File: src/rtl/scanconv_pkg.sv
// Shared definitions for the scan converter output path.
//   - scanline mode encoding
//   - default sync polarity, strength and mask-brightness widths
//   - bit-replication helper used for colour depth expansion
package scanconv_pkg;

  typedef enum logic [1:0] {
    SCANLINES_OFF = 2'd0,
    SCANLINES_H   = 2'd1,
    SCANLINES_V   = 2'd2,
    SCANLINES_HV  = 2'd3
  } scan_mode_e;

  localparam bit          SYNC_POL_DEFAULT = 1'b0;
  localparam int unsigned STR_BITS         = 8;
  localparam int unsigned BR_BITS          = 4;

  // Replicated expansion: output bit at position msb_pos (0 = MSB) takes input
  // bit (in_bits-1 - msb_pos mod in_bits). Returns the source bit index.
  function automatic int unsigned rep_src_bit(input int unsigned msb_pos,
                                              input int unsigned in_bits);
    return in_bits - 1 - (msb_pos % in_bits);
  endfunction

endpackage

File: src/rtl/px_atten.sv
// One colour channel of the post-processing pipeline.
//   Stage 1: register input, expand IN_BITS -> OUT_BITS by bit replication.
//   Stage 2: multiply by the strength factor when the pixel is a scanline hit.
//   Stage 3: subtract the scaled value.
// Ports:
//   PCLK, reset  clock and async active-high reset
//   x_in         raw channel value (captured into stage 1)
//   hit, factor  scanline decision and (str + 1), valid alongside stage 1
//   y_out        attenuated channel value (stage 3 register)
module px_atten
  import scanconv_pkg::*;
#(
  parameter int unsigned IN_BITS  = 5,
  parameter int unsigned OUT_BITS = 8
) (
  input  logic                PCLK,
  input  logic                reset,
  input  logic [IN_BITS-1:0]  x_in,
  input  logic                hit,
  input  logic [8:0]          factor,
  output logic [OUT_BITS-1:0] y_out
);

  localparam int unsigned PW = OUT_BITS + 9;

  logic [OUT_BITS-1:0] x_exp;
  logic [OUT_BITS-1:0] x_s1_q, x_s2_q;
  logic [PW-1:0]       prod_d, prod_s2_q;

  for (genvar g = 0; g < OUT_BITS; g++) begin : g_exp
    assign x_exp[OUT_BITS-1-g] = x_in[rep_src_bit(g, IN_BITS)];
  end

  // Non-hit pixels carry a zero product so stage 3 passes x through.
  assign prod_d = hit ? (PW'(x_s1_q) * PW'(factor)) : '0;

  always_ff @(posedge PCLK or posedge reset) begin
    if (reset) begin
      x_s1_q    <= '0;
      x_s2_q    <= '0;
      prod_s2_q <= '0;
      y_out     <= '0;
    end else begin
      x_s1_q    <= x_exp;
      x_s2_q    <= x_s1_q;
      prod_s2_q <= prod_d;
      // factor <= 256 so (x*factor)>>8 <= x: no underflow.
      y_out     <= x_s2_q - prod_s2_q[OUT_BITS+7:8];
    end
  end

endmodule

File: src/rtl/scanline_postproc.sv
// Output post-processing for the scan converter: colour expansion, scanlines,
// border mask, with a frame-synchronous config handshake. 4-cycle latency.
// Ports:
//   PCLK, reset                      pixel clock, async active-high reset
//   R_in/G_in/B_in                   line-buffer pixel data (IN_BITS)
//   HSYNC_in/VSYNC_in/DE_in          timing inputs
//   line_id/col_id                   phase within the multiplied pixel
//   mask_enable                      border mask for this pixel
//   cfg_*                            requested config, loaded at frame edge
//   cfg_req/cfg_ack                  level request / one-cycle applied pulse
//   frame_odd                        frame parity
//   R_out/G_out/B_out                processed pixel data (OUT_BITS)
//   HSYNC_out/VSYNC_out/DE_out       timing delayed to match pixel data
module scanline_postproc
  import scanconv_pkg::*;
#(
  parameter int unsigned IN_BITS  = 5,
  parameter int unsigned OUT_BITS = 8,
  parameter int unsigned ID_BITS  = 3,
  parameter bit          SYNC_POL = SYNC_POL_DEFAULT
) (
  input  logic                    PCLK,
  input  logic                    reset,
  input  logic [IN_BITS-1:0]      R_in,
  input  logic [IN_BITS-1:0]      G_in,
  input  logic [IN_BITS-1:0]      B_in,
  input  logic                    HSYNC_in,
  input  logic                    VSYNC_in,
  input  logic                    DE_in,
  input  logic [ID_BITS-1:0]      line_id,
  input  logic [ID_BITS-1:0]      col_id,
  input  logic                    mask_enable,
  input  logic [1:0]              cfg_mode,
  input  logic [STR_BITS-1:0]     cfg_str,
  input  logic [(2**ID_BITS)-1:0] cfg_line_mask,
  input  logic [(2**ID_BITS)-1:0] cfg_col_mask,
  input  logic                    cfg_alt,
  input  logic [BR_BITS-1:0]      cfg_mask_br,
  input  logic                    cfg_req,
  output logic                    cfg_ack,
  output logic                    frame_odd,
  output logic [OUT_BITS-1:0]     R_out,
  output logic [OUT_BITS-1:0]     G_out,
  output logic [OUT_BITS-1:0]     B_out,
  output logic                    HSYNC_out,
  output logic                    VSYNC_out,
  output logic                    DE_out
);

  localparam int unsigned MW = 2**ID_BITS;

  // Stage 1..3 timing pipeline
  logic               hs_s1_q, vs_s1_q, de_s1_q, msk_s1_q;
  logic               hs_s2_q, vs_s2_q, de_s2_q, msk_s2_q;
  logic               hs_s3_q, vs_s3_q, de_s3_q, msk_s3_q;
  logic [ID_BITS-1:0] line_s1_q, col_s1_q;
  logic [BR_BITS-1:0] br_s2_q, br_s3_q;

  // Shadow config
  logic [1:0]          mode_q;
  logic [STR_BITS-1:0] str_q;
  logic [MW-1:0]       line_mask_q, col_mask_q;
  logic                alt_q;
  logic [BR_BITS-1:0]  br_q;
  logic                ack_q, frame_odd_q;

  logic               frame_edge, cfg_load;
  logic [ID_BITS-1:0] eff_line;
  logic               h_hit, v_hit, hit;
  logic [8:0]         factor;
  logic [OUT_BITS-1:0] r_y, g_y, b_y, br_px;

  assign frame_edge = (vs_s1_q == SYNC_POL) && (vs_s2_q != SYNC_POL);
  assign cfg_load   = frame_edge && cfg_req;

  // Hit decision and factor come from the shadow registers as the pixel enters
  // stage 2; a load at the same edge only affects the following pixel.
  assign eff_line = line_s1_q + ID_BITS'(alt_q & frame_odd_q);
  assign h_hit    = ((mode_q == SCANLINES_H) || (mode_q == SCANLINES_HV)) && line_mask_q[eff_line];
  assign v_hit    = ((mode_q == SCANLINES_V) || (mode_q == SCANLINES_HV)) && col_mask_q[col_s1_q];
  assign hit      = h_hit | v_hit;
  assign factor   = {1'b0, str_q} + 9'd1;

  // Mask pixel value: br in the top 4 bits, zeros below.
  assign br_px = OUT_BITS'({br_s3_q, 12'h000} >> (16 - OUT_BITS));

  always_ff @(posedge PCLK or posedge reset) begin
    if (reset) begin
      hs_s1_q <= !SYNC_POL;  vs_s1_q <= !SYNC_POL;  de_s1_q <= 1'b0;  msk_s1_q <= 1'b0;
      hs_s2_q <= !SYNC_POL;  vs_s2_q <= !SYNC_POL;  de_s2_q <= 1'b0;  msk_s2_q <= 1'b0;
      hs_s3_q <= !SYNC_POL;  vs_s3_q <= !SYNC_POL;  de_s3_q <= 1'b0;  msk_s3_q <= 1'b0;
      line_s1_q <= '0;
      col_s1_q  <= '0;
      br_s2_q   <= '0;
      br_s3_q   <= '0;
      HSYNC_out <= !SYNC_POL;
      VSYNC_out <= !SYNC_POL;
      DE_out    <= 1'b0;
      R_out     <= '0;
      G_out     <= '0;
      B_out     <= '0;
    end else begin
      hs_s1_q   <= HSYNC_in;
      vs_s1_q   <= VSYNC_in;
      de_s1_q   <= DE_in;
      msk_s1_q  <= mask_enable;
      line_s1_q <= line_id;
      col_s1_q  <= col_id;
      hs_s2_q   <= hs_s1_q;
      vs_s2_q   <= vs_s1_q;
      de_s2_q   <= de_s1_q;
      msk_s2_q  <= msk_s1_q;
      br_s2_q   <= br_q;  // captured with the pixel so a later load cannot leak in
      hs_s3_q   <= hs_s2_q;
      vs_s3_q   <= vs_s2_q;
      de_s3_q   <= de_s2_q;
      msk_s3_q  <= msk_s2_q;
      br_s3_q   <= br_s2_q;
      HSYNC_out <= hs_s3_q;
      VSYNC_out <= vs_s3_q;
      DE_out    <= de_s3_q;
      R_out     <= msk_s3_q ? br_px : r_y;
      G_out     <= msk_s3_q ? br_px : g_y;
      B_out     <= msk_s3_q ? br_px : b_y;
    end
  end

  always_ff @(posedge PCLK or posedge reset) begin
    if (reset) begin
      mode_q      <= SCANLINES_OFF;
      str_q       <= '0;
      line_mask_q <= '0;
      col_mask_q  <= '0;
      alt_q       <= 1'b0;
      br_q        <= '0;
      ack_q       <= 1'b0;
      frame_odd_q <= 1'b0;
    end else begin
      ack_q <= cfg_load;
      if (frame_edge) frame_odd_q <= ~frame_odd_q;
      if (cfg_load) begin
        mode_q      <= cfg_mode;
        str_q       <= cfg_str;
        line_mask_q <= cfg_line_mask;
        col_mask_q  <= cfg_col_mask;
        alt_q       <= cfg_alt;
        br_q        <= cfg_mask_br;
      end
    end
  end

  assign cfg_ack   = ack_q;
  assign frame_odd = frame_odd_q;

  px_atten #(.IN_BITS(IN_BITS), .OUT_BITS(OUT_BITS)) u_atten_r (
    .PCLK(PCLK), .reset(reset), .x_in(R_in), .hit(hit), .factor(factor), .y_out(r_y)
  );
  px_atten #(.IN_BITS(IN_BITS), .OUT_BITS(OUT_BITS)) u_atten_g (
    .PCLK(PCLK), .reset(reset), .x_in(G_in), .hit(hit), .factor(factor), .y_out(g_y)
  );
  px_atten #(.IN_BITS(IN_BITS), .OUT_BITS(OUT_BITS)) u_atten_b (
    .PCLK(PCLK), .reset(reset), .x_in(B_in), .hit(hit), .factor(factor), .y_out(b_y)
  );

endmodule

File: config.mk
export PLATFORM = sky130hd
export DESIGN_NAME = scanline_postproc
export DESIGN_NICKNAME = d
export VERILOG_FILES = /design/src/rtl/scanconv_pkg.sv /design/src/rtl/px_atten.sv /design/src/rtl/scanline_postproc.sv
export SDC_FILE = /design/constraint.sdc
export NUM_CORES = 1
export LEC_CHECK = 0
export BUFFER_PORTS_ARGS = -buffer_cell sky130_fd_sc_hd__buf_2
export CAP_MARGIN = 10
export CORE_MARGIN = 3
export CORE_UTILIZATION = 40
export DETAILED_ROUTE_END_ITERATION = 10
export GPL_TIMING_DRIVEN = 0
export HOLD_SLACK_MARGIN = 0.03
export PLACE_DENSITY = 0.7
export SLEW_MARGIN = 30
export SYNTH_ARGS = -nofsm -noshare
export SYNTH_HDL_FRONTEND = slang
export SYNTH_HIERARCHICAL = 1
export SYNTH_SLANG_ARGS = --single-unit
export TNS_END_PERCENT = 50
File: constraint.sdc
create_clock -name PCLK -period 5.6 [get_ports PCLK]
set_input_delay 0.28 -clock PCLK [delete_from_list [all_inputs] [get_ports PCLK]]
set_output_delay 0.28 -clock PCLK [all_outputs]
set_load 0.02 [all_outputs]
**Yosys cells after proc, flatten, opt, wreduce, memory -nomap -nowiden**

Cells that the tools add are included.

- Add/subtract/negate cells: 5
- Multiply operators: 3
- $lt $le $gt $ge: 2
- Equal/unequal tests: 3
- Muxes and demuxes: 10
- Bitwise gates (word level): 4
- Reductions and logical operators: 6

Operator list:

| kind | number |
|---|---|
| $mul A8 B9 Y16 | 3 |
| $mux W16 | 3 |
| $mux W8 | 3 |
| $sub A8 B8 Y8 | 3 |
| $add A8 B1 Y9 const B | 1 |
| $lt A3 B4 Y1 const B | 2 |
| $bmux W1 S3 | 2 |
| $eq A2 B2 Y1 const B | 2 |
| $logic_and A1 B1 Y1 | 4 |
| $add A3 B1 Y3 | 1 |
| $eq A2 B1 Y1 const B | 1 |
| $logic_or A1 B1 Y1 | 2 |
| $mux W1 | 2 |
| $not A1 Y1 | 2 |
| $and A1 B1 Y1 | 1 |
| $or A1 B1 Y1 | 1 |

- Bits in registers: 206
- Bits of input ports: 59
- Output and inout port bits: 29
- Word-level logic and storage cells: 75

**Depth between registers and ports, before layout**

- Depth after elaboration: 7
- Gate-level depth with buffers: 18
- Mapped depth without buffers: 18

**Hierarchy**

The synthesis kept the hierarchy.

By module, submodules not included:

| module | times used | cells an instance | area an instance (um2) | seq. area each (um2) |
|---|---|---|---|---|
| px_atten at u_atten_g | 1 | 313 | 3057.9 | 650.6 |
| scanline_postproc | 1 | 198 | 3050.4 | 2162.1 |
| px_atten at u_atten_b | 1 | 306 | 2989.1 | 650.6 |
| px_atten at u_atten_r | 1 | 293 | 2935.3 | 650.6 |

**Least setup slack after synthesis**

Ideal clock, no wire load.

- Path kind: flip-flop to flip-flop
- Start point: register str_q[0]
- End point: register u_atten_b.prod_s2_q[14]
- Library setup time: 0.120 ns
- Data arrival time: 5.247 ns
- Required time: 5.480 ns
- Setup slack: 0.232 ns
- Stages on the path, launching flop included: 18
- Buffers on the path: 0
- Period minus slack after synthesis: 5.368 ns
- Cells stage by stage: dfrtp_1 ha_1 and3_1 xor2_1 nand2_1 fa_1 inv_1 fa_1 fa_1 inv_1 fa_1 inv_1 ha_1 a211oi_2 nor3_1 a211o_1 or3_2 and3_1

- Longest elaborated chain between the ends: 3

Ends and longest elaborated chain:

| element | RTL line | text |
|---|---|---|
| from (decl) | scanline_postproc.sv:61 | `logic [STR_BITS-1:0] str_q;` |
| from (signal assigned) | scanline_postproc.sv:143 | `str_q <= cfg_str;` |
| $add A8 B1 Y9 | scanline_postproc.sv:82 | `assign factor = {1'b0, str_q} + 9'd1;` |
| net factor[6] | scanline_postproc.sv:70 | `logic [8:0] factor;` |
| $mul A8 B9 Y16 | px_atten.sv:35 | `assign prod_d = hit ? (PW'(x_s1_q) * PW'(factor)) : '0;` |
| $mux W16 | px_atten.sv:35 |  |
| net u_atten_b.prod_d[14] | px_atten.sv:28 | `logic [PW-1:0] prod_d, prod_s2_q;` |
| to (signal assigned) | px_atten.sv:46 | `prod_s2_q <= prod_d;` |
| to (decl) | px_atten.sv:28 |  |

The timed path passes the listed nets, and every way through them passes these cells.
A chain may end at the register's enable or synchronous reset.

**Worst setup path in the final report**

- Start point: register str_q[3]
- End point: register u_atten_g.prod_s2_q[12]

- Longest elaborated chain between the ends: 3

Ends and longest elaborated chain:

| element | RTL line |
|---|---|
| $add A8 B1 Y9 | scanline_postproc.sv:82 |
| net factor[6] | scanline_postproc.sv:70 |
| $mul A8 B9 Y16 | px_atten.sv:35 |
| $mux W16 | px_atten.sv:35 |
| net u_atten_g.prod_d[12] | px_atten.sv:28 |
| to (signal assigned) | px_atten.sv:46 |
| to (decl) | px_atten.sv:28 |

The timed path passes the listed nets, and every way through them passes these cells.

==> impl_metrics.env <==
export IMPL_insertion_delay_ns=0.44
export IMPL_die_h_um=179.4
export IMPL_maxSlewHeadroom=0.4833
export IMPL_antenna_found_initial=0
export IMPL_grt_overflow=0
export IMPL_async_flop_share=1.000
export IMPL_htree_levels=4
export IMPL_core_um2=29170
export IMPL_leakagePower_nw=7.347
export IMPL_fin_crit_sh=0.9608
export IMPL_drive_gt1_frac=0.1782
export IMPL_grtUsageMet1=0.2093
export IMPL_start_kind="register"
export IMPL_min_path_cells=2
export IMPL_met3_usage=0.02365
export IMPL_ys_types=67
export IMPL_worst_ep_arrival_time_ns=5.72
export IMPL_cts_tree="done"
export IMPL_cts_root_buf="clkbuf_16"
export IMPL_max_cap_viol_count=0
export IMPL_die_area_um2=32200
export IMPL_dp_cells=1587
export IMPL_grt_util_all_layers=0.1604
export IMPL_synth_edf_count=0
export IMPL_hold_path_end="mode_q[0]"
export IMPL_via_per_inst=4.765
export IMPL_hpwlAfterDp_mm=19.38
export IMPL_end_kind="register"
export IMPL_grt_max_degree=74
export IMPL_clkTransAtPathRegs_ns=0.08
export IMPL_finClkSkew_ns=0.01666
export IMPL_yosysSeqAreaShare=0.3419
export IMPL_rr_startpoint="str_q[3]"
export IMPL_via_count=7900
export IMPL_min_period_ns=5.381
export IMPL_hold_path_class="primary input to register"
export IMPL_grt_first_pass_wirelength_mm=41.98
export IMPL_n_fill_cell=2594
export IMPL_tightestPinTransition_ns=0.7555
export IMPL_met2_usage=0.2755
export IMPL_area_growth_pct=18.07
export IMPL_fin_nets=1563
export IMPL_globalplace_congestion=0.8618
export IMPL_synth_nets=1412
export IMPL_wl_mm=25.03
export IMPL_slew_viol_final=0
export IMPL_layout_cells_non_filler=1658
export IMPL_setup_viol=0
export IMPL_r2r_end="u_atten_g/prod_s2_q[12]"
export IMPL_portBuffers=87
export IMPL_first_global_vias=8547
export IMPL_ys_warnings_count=6
export IMPL_wire_per_inst_um=15.10
export IMPL_critPathRequiredTime_ns=5.94
export IMPL_layout_commonest_cell="inv_1"
export IMPL_dr_pass1_iters=4
export IMPL_syn_inst=1110
export IMPL_worstHoldStart="cfg_mode[0]"
export IMPL_ant_nets=0
export IMPL_r2r_cells=18
export IMPL_ys_ff_latch=164
export IMPL_io_pins=88
export IMPL_drc=0
export IMPL_status="complete, no violations"
export IMPL_reg2reg_setup_slack_ns=0.22
export IMPL_netlist_area_um2=12030
export IMPL_drt_initial_drc_count=320
export IMPL_hold_viol=0
export IMPL_ys_flop_type="dfrtp_1"
export IMPL_final_cell_mix="inv_1, dfrtp_1, fa_1, ha_1, nand2_1"
export IMPL_numCtsBuffers=17
export IMPL_die_width_um=179.4
export IMPL_cts_num_sinks=164
export IMPL_antenna_cells=0
export IMPL_fmaxAchievable_ghz=0.1859
export IMPL_crit_fanout=10
export IMPL_grt_most_used_layer="met2"
export IMPL_critPathKind="register to register"
export IMPL_ir_drop_mv=0.3130
export IMPL_rows=62
export IMPL_cts_max_path_buffers=2
export IMPL_avgSynthCellArea_um2=10.84
export IMPL_p_per_area_nw_per_um2=581.2
export IMPL_whs_ns=0.07230
export IMPL_initial_core_util=0.4125
==> repair_timing <==
item,CTS,global route
buffers inserted,4,9
pin swaps,1,2
hold endpoints to repair,90,0
gates cloned,0,0
hold buffers,26,0
setup endpoints to repair,4,9
gates resized for setup,4,15
==> worst max-delay path by stage <==
stage          slack, ns                       to  cells past startpoint  startpoint
4_1_cts             0.02  u_atten_g/prod_s2_q[12]                     18    str_q[3]
3_3_place_gp       -0.76  u_atten_b/prod_s2_q[14]                     17    str_q[0]
5_1_grt           -0.003  u_atten_b/prod_s2_q[15]                     18    str_q[3]
6_report            0.22  u_atten_g/prod_s2_q[12]                     18    str_q[3]
2_1_floorplan       0.23  u_atten_b/prod_s2_q[14]                     17    str_q[0]
3_5_place_dp       -0.14  u_atten_b/prod_s2_q[14]                     16    str_q[2]
==> synth_stat cells, drive strengths merged, types with 3 or more instances <==
cell type  count  area [µm²]
inv          253       949.7
dfrtp        156        3904
fa           123        2462
ha           120        1501
nand2        100       375.4
and2          67       419.2
xnor2         36       315.3
mux2          33       375.4
o21ai         30       153.9
a21oi         22       121.4
nor2b         21       131.4
nor2          15       56.30
xor2          14       122.6
a21o           9       68.82
nand3          9       45.04
dfstp          8       210.2
and3           7       48.80
nor3           7       35.03
buf            6       32.53
clkbuf         6       22.52
mux2i          6       60.06
nand2b         6       37.54
o21a           6       52.55
o21bai         6       45.04
a211oi         4       35.03
nand3b         4       30.03
a21boi         3       22.52
mux4           3       75.07
==> cells by family after synthesis <==
group / after synthesis / synth area share
buffers and inverters: 265 / 0.08350
and+or+nand+nor: 248 / 0.1064
adders and majority gates: 243 / 0.3294
DFF: 164 / 0.3419
AOI/OAI and AO/OA: 98 / 0.06000
xor gates and xnor gates: 50 / 0.03639
muxes: 42 / 0.04242
==> power breakdown <==
group / switching (mW) / internal, mW
registers: 0.125 / 1.48
clock network: 0.582 / 0.615
logic: 3.05 / 2.41
==> metrics by stage <==
step                      setup slack (ns)  total power [mW]  cell area [µm²]    util   TNS (ns)
after global placement             -0.7577             6.750            12950  0.4439     -7.362
after CTS                          0.02429             8.240            14050  0.4819          0
after floorplan                     0.2321             5.724            12030       -          0
after global routing             -0.003262             9.159            14210  0.4871  -0.003262
after detailed placement           -0.1431             6.945            13110  0.4493    -0.3241
final                               0.2194             8.258            14210  0.4871          0
==> routing by layer <==
layer	up-vias	part of all wire	wire length [µm]
met2	157	0.50	12400
met5	-	0	0
li1	3764	-	-
met4	0	0.022	562
met3	39	0.035	877
met1	3940	0.45	11190
==> worst max-delay path: stages (launching register included) <==
cell and delay, ns:
dfrtp_2 0.47, and3_1 0.20, and3_2 0.25, xor2_4 0.31, buf_6 0.21, nand2_1 0.12
fa_1 0.55, inv_1 0.05, fa_1 0.46, fa_1 0.55, inv_1 0.06, fa_1 0.53
inv_1 0.04, ha_1 0.33, and2_1 0.23, a221oi_2 0.33, nand3b_1 0.14, a21oi_1 0.20
mux2i_1 0.24
==> final cells by class <==
| cell class | instances | area [µm²] | area share |
|---|---|---|---|
| sequential | 164 | 4121 | 0.2901 |
| tap | 384 | 480.5 | 0.03382 |
| multi-input combinational | 681 | 7066 | 0.4973 |
| clock buffer | 17 | 425.4 | 0.02994 |
| buffer | 12 | 55.05 | 0.003875 |
| clock inverter | 15 | 198.9 | 0.01400 |
| inverter | 253 | 954.7 | 0.06719 |
| timing repair buffer | 132 | 905.9 | 0.06376 |
No activity file was read; power rests on OpenSTA's default activity.
